[src/rtl/pipeline_ctrl.sv]
// Stall/flush sequencer for the 5-stage pipeline: merges stall requests and runs
// the two-phase exception entry (freeze, then flush+redirect). Define CTRL_WDOG_EN for the stall watchdog.
module pipeline_ctrl #(
    parameter logic [31:0] EXC_VECTOR = 32'h00000020,
    parameter logic [31:0] ERET_CODE  = 32'h0000000e,
    parameter logic [15:0] WDOG_LIMIT = 16'd1024
) (
    input  logic        clk,
    input  logic        rst,
    input  logic        stallreq_if_i,
    input  logic        stallreq_id_i,
    input  logic        stallreq_ex_i,
    input  logic        stallreq_mem_i,
    input  logic [31:0] excepttype_i,
    input  logic [31:0] cp0_epc_i,
    output logic [5:0]  stall_o,
    output logic        flush_o,
    output logic [31:0] new_pc_o,
    output logic        wdog_o
);

    localparam logic [0:0] ST_RUN   = 1'b0;
    localparam logic [0:0] ST_FLUSH = 1'b1;

    logic [0:0]  state_q, state_d;
    logic        flush_q, flush_d;
    logic [31:0] new_pc_q, new_pc_d;
    logic [5:0]  stall_vec;

    // NOTE: every signal gets a default before the branches so no latch is inferred.
    always_comb begin
        state_d   = ST_RUN;
        flush_d   = 1'b0;
        new_pc_d  = new_pc_q;
        stall_vec = 6'b000000;
        if (state_q == ST_RUN) begin
            if (excepttype_i != 32'd0) begin
                // Freeze everything up to MEM so the faulting instruction never retires.
                stall_vec = 6'b011111;
                flush_d   = 1'b1;
                new_pc_d  = (excepttype_i == ERET_CODE) ? cp0_epc_i : EXC_VECTOR;
                state_d   = ST_FLUSH;
            end else if (stallreq_mem_i) begin
                stall_vec = 6'b011111;
            end else if (stallreq_ex_i) begin
                stall_vec = 6'b001111;
            end else if (stallreq_id_i) begin
                stall_vec = 6'b000111;
            end else if (stallreq_if_i) begin
                stall_vec = 6'b000011;
            end
        end
    end

    // NOTE: sequential state uses non-blocking assignments so all registers update together.
    always_ff @(posedge clk) begin
        if (rst) begin
            state_q  <= ST_RUN;
            flush_q  <= 1'b0;
            new_pc_q <= 32'd0;
        end else begin
            state_q  <= state_d;
            flush_q  <= flush_d;
            new_pc_q <= new_pc_d;
        end
    end

    assign stall_o  = rst ? 6'b000000 : stall_vec;
    assign flush_o  = flush_q & ~rst;
    assign new_pc_o = rst ? 32'd0 : new_pc_q;

`ifdef CTRL_WDOG_EN
    logic [15:0] wdog_cnt_q, wdog_cnt_d;
    logic        wdog_q, wdog_d;
    logic        stalled;

    assign stalled = (state_q == ST_RUN) && (stall_vec != 6'b000000);

    always_comb begin
        wdog_cnt_d = 16'd0;
        if (stalled) begin
            wdog_cnt_d = (wdog_cnt_q >= WDOG_LIMIT) ? wdog_cnt_q : wdog_cnt_q + 16'd1;
        end
        wdog_d = wdog_q | (stalled && (wdog_cnt_d == WDOG_LIMIT));
    end

    always_ff @(posedge clk) begin
        if (rst) begin
            wdog_cnt_q <= 16'd0;
            wdog_q     <= 1'b0;
        end else begin
            wdog_cnt_q <= wdog_cnt_d;
            wdog_q     <= wdog_d;
        end
    end

    assign wdog_o = wdog_q & ~rst;
`else
    logic unused_wdog_limit;
    assign unused_wdog_limit = ^WDOG_LIMIT;
    assign wdog_o            = 1'b0;
`endif

endmodule

[config.mk]
export PLATFORM = sky130hd
export DESIGN_NAME = pipeline_ctrl
export DESIGN_NICKNAME = d
export VERILOG_FILES = /design/src/rtl/pipeline_ctrl.sv
export SDC_FILE = /design/constraint.sdc
export NUM_CORES = 1
export LEC_CHECK = 0
export ABC_AREA = 1
export BUFFER_PORTS_ARGS = -buffer_cell sky130_fd_sc_hd__buf_2
export CORE_MARGIN = 3
export CORE_UTILIZATION = 48
export DETAILED_ROUTE_END_ITERATION = 12
export PLACE_DENSITY = 0.85
export RECOVER_POWER = 100
export SYNTH_ARGS = -nofsm -noshare
export SYNTH_HDL_FRONTEND = slang
export SYNTH_SLANG_ARGS = --single-unit
[constraint.sdc]
create_clock -name clk -period 2 [get_ports clk]
set_input_delay 0.4 -clock clk [delete_from_list [all_inputs] [get_ports clk]]
set_output_delay 0.4 -clock clk [all_outputs]
set_load 0.02 [all_outputs]
# Word-level counts from Yosys, hierarchy flattened
# Index checks and enable logic that the tools add are counted.
[word_totals]
output_inout_bits = 40
latch_bits = 0
ff_bits = 33
mem_bits_rw = 0
n_memories = 0
rom_bits = 0
[op_classes]
bitwise = 3
n_mux = 10
div_mod_pow = 0
n_eq_ne = 1
reduce_logical = 3
n_lt_le_gt_ge = 0
add_sub_neg = 0
n_mul = 0
shifts = 0
[op_table]
columns = ["operator", "n"]
rows = [
  ["32-bit 2-to-1 mux", 2],
  ["32-bit by 4-bit equality test with 1-bit output, second input constant", 1],
  ["32-bit nonzero test", 1],
  ["5-bit 2-to-1 mux", 3],
  ["6-bit 2-to-1 mux", 1],
  ["4-bit 2-to-1 mux", 1],
  ["3-bit 2-to-1 mux", 1],
  ["2-bit 2-to-1 mux", 1],
  ["1-bit inverter", 2],
  ["2-bit AND reduction", 1],
  ["2-bit OR reduction", 1],
  ["1-bit bitwise AND", 1],
  ["1-bit 2-to-1 mux", 1],
]

# Longest topological paths before layout
[logic_depth]
depth_word = 7
mapped_depth = 10
ltp_nobuf = 9

# Least setup slack after synthesis
# Ideal clock, no wire load.
[synth_timing]
kind = "input to output"
startpoint = "in excepttype_i[31]"
endpoint = "out stall_o[1]"
required_ns = 1.600
slack_ns = 0.255
stages = 7
arrival_time_ns = 1.345
cell_sequence = "nor2_1 -> nand2_1 -> nor2_4 -> nand2_4 -> nor2_4 -> a21oi_1 -> buf_4"
[synth_between]
elab_chain_len = 4
[synth_lines]
columns = ["element", "line_no", "source"]
rows = [
  ["start, declared", "14", "input logic [31:0] excepttype_i,"],
  ["32-bit nonzero test", "37", "if (excepttype_i != 32'd0) begin"],
  ["5-bit 2-to-1 mux", "37", ""],
  ["5-bit 2-to-1 mux", "36", "if (state_q == ST_RUN) begin"],
  ["6-bit 2-to-1 mux", "68", "assign stall_o = rst ? 6'b000000 : stall_vec;"],
  ["end, declared", "16", "output logic [5:0] stall_o,"],
]
# Every way passes these cells.

# Worst setup path in the final report
[layout_timing]
startpoint = "in excepttype_i[27]"
endpoint = "out stall_o[0]"
# Same word-level chain as after synthesis.

==> results.cfg <==
[min_path]
hp-class = in2reg
min_to = new_pc_q[15]
hold_start = cp0_epc_i[15]
min_path_cells = 5

[worst_setup_path]
timing.critical_path.cells = buf_2 > nor2_1 > nand2_1 > nor2_1 > nand2_4 > nor2_4 > a21oi_1 > buf_2
max_stage_delay_ns = 0.21
rr_worst_depth = 4
critical_path_depth = 8
slowest_stage = nor2_4
worstPathMaxFanout = 6
rr_startpoint = flush_q
worstSetupEndpointType = output pin
reg2reg_to = new_pc_q[28]
rrSetupSlack_ns = 0.69
critPathBufInv = 2
critPathRequiredTime_ns = 1.60
crit_family = simple AND/OR/NAND/NOR gates
crit_path_start_kind = primary input
crit_arrival_ns = 1.45
critical_path_class = in2out

[die]
start_util_pct = 52.5
io_pins = 110
dieArea_um2 = 5030
rows = 22
core_area_um2 = 3850
die_h_um = 70.9
die_w_um = 70.9

[clocking]
cts_hold_buf = 0
clock_sinks = 33
cts_resized = 0
cts.reportedPaths.clkPinSlew_ns = 0.06
cts_buffers = 5
cts_root_buf = clkbuf_8
cts_max_level = 2
clockBufferDepth = 2
tritoncts = yes
postCtsSetupBuffers = 0
clock_latency_ns = 0.28

[drt]
via_per_inst = 4.58
ant_nets = 0
drt-pass1-iter-count = 4
drt_iter0_drc = 77
routed_wl_um = 4840
vias = 2247
avgRoutedWirePerCell_um = 9.85
drc = 0

[synth]
seq_area_frac_synth_pct = 32.7
yosys_warnings = 0
synth_top_area_cell = dfxtp_1
synth_area_um2 = 2020
post_synth_num_cell_types = 21
avgSynthCellArea_um2 = 5.95
yosysTopAreaCellShare_pct = 32.7
synth_top_family_by_area = simple AND/OR/NAND/NOR gates
synth.area.mux_share_pct = 0
synth_fa_ha_area_share_pct = 0
synth_xor_area_share_pct = 0
synth_compound_area_share_pct = 2.17
synth-seq-cells = 33
synth_simple_gate_area_share_pct = 44.1
synthCells = 340
synth_area_leaders = dfxtp_1 33%, nand2_1 23%, inv_1 14%, nand3_1 8.2%, nor2_1 5.0%

[grt]
grt_pass1_wl_um = 8320
grt_pass1_vias = 2094
grt_start_max_net_pins = 32
grt.overflow.total = 0
antenna_found_initial = 0
grt_use_total_pct = 19.9

[finish]
diodes = 0
fin_nets = 514
fill_cells = 384
area_growth_pct = 28.0
final_cell_mix = 123 x nand2_1, 77 x inv_1, 73 x buf_2
drive_above_1_share_pct = 27.1
register_area_um2 = 661
multiInputGateArea_um2 = 935
final_common_cell = nand2_1

[placed_design]
dpl_worst_slack_ns = 0.196
io_buffers = 107
dp_hpwl_um = 3770
place_congestion = 0.774

[sta]
fmax_ghz = 0.541
fin_setup_tns_ns = 0
period_share_pct = 92.5
hold_violations = 0
skew_ns = 0.00279
final_max_slew_viol_count = 0
setup_ws_ns = 0.150
tightestPinTransition_ns = 0.755
maxSlewHeadroom_pct = 49.5
grt_setup_unrepaired = no
setup_violations = 0
fin_crit_ns = 1.85

[pwr]
power.leakage_nw = 1.88
seqPwrFrac_pct = 48.5
clkPwrFrac_pct = 30.1
finalPower_mw = 1.46
power_switching_mw = 0.412
p_int_mw = 1.05
swShare_pct = 28.3
p_comb_share_pct = 21.4
power_density_nw_per_um2 = 563
peakVddDrop_v = 0.000360

[outcome]
outcome = finished clean

[job]
cap_violations = 0
==> final cells by class <==
type	count	area share, %
inverters	77	11.2
clock buffers	5	2.66
well taps	48	2.32
multi-input cells	213	36.1
clock inverters	1	0.193
repair buffers	114	22.0
flip-flops and latches	33	25.5
==> worst min-delay path, delay by kind of cell <==
kind                   cells  cell delay [ns]
buffers and inverters      2             0.11
AND/OR/NAND/NOR            3             0.16
==> worst max-delay path by stage <==
stage                           startpoint         end  slack (ns)
after global routing      excepttype_i[29]  stall_o[0]        0.02
final                     excepttype_i[27]  stall_o[0]        0.15
after CTS                 excepttype_i[13]  stall_o[0]        0.19
after floorplan           excepttype_i[31]  stall_o[1]        0.25
after global placement    excepttype_i[15]  stall_o[0]        0.23
after detailed placement  excepttype_i[13]  stall_o[0]        0.20
==> registers in the layout, indices dropped and copies added, names as in the netlist <==
signal / flops
new_pc_q: 32
flush_q: 1
==> cell usage after synthesis, drive strengths merged <==
master    n
a21oi     2
a31oi     2
buf      14
clkbuf    4
conb      1
dfxtp    33
inv      77
nand2   139
nand3    33
nor2     32
nor4      1
o21ai     2
==> layer usage <==
metal	vias up	wire length, um	global-route usage [%]
li1	1179	-	-
met1	978	1980	23.1
met2	83	2430	35.8
met4	0	52	6.26
met3	7	367	4.97
met5	-	0	0
==> metrics by stage <==
stage / instances / cell area [um^2] / utilization (%) / hold slack, ns
after floorplan: 341 / 2030 / - / 0.501
after global placement: 485 / 2550 / 66.2 / 0.517
after detailed placement: 485 / 2550 / 66.2 / 0.520
after CTS: 491 / 2630 / 68.1 / 0.424
after global routing: 491 / 2590 / 67.1 / 0.440
final: 491 / 2590 / 67.1 / 0.433
==> power groups by stage <==
stage	Combinational, mW	Clock (mW)	Sequential [mW]
after floorplan	0.207	0	0.719
after detailed placement	0.318	0	0.721
final	0.311	0.439	0.707
after CTS	0.320	0.453	0.707
after global placement	0.311	0	0.721
after global routing	0.355	0.480	0.710
==> cell families after synthesis <==
group                  Yosys count
AND/OR/NAND/NOR                205
buffers and inverters           95
flip-flops                      33
AO/OA/AOI/OAI                    6
other                            1
(Power assumes the default switching activity.)
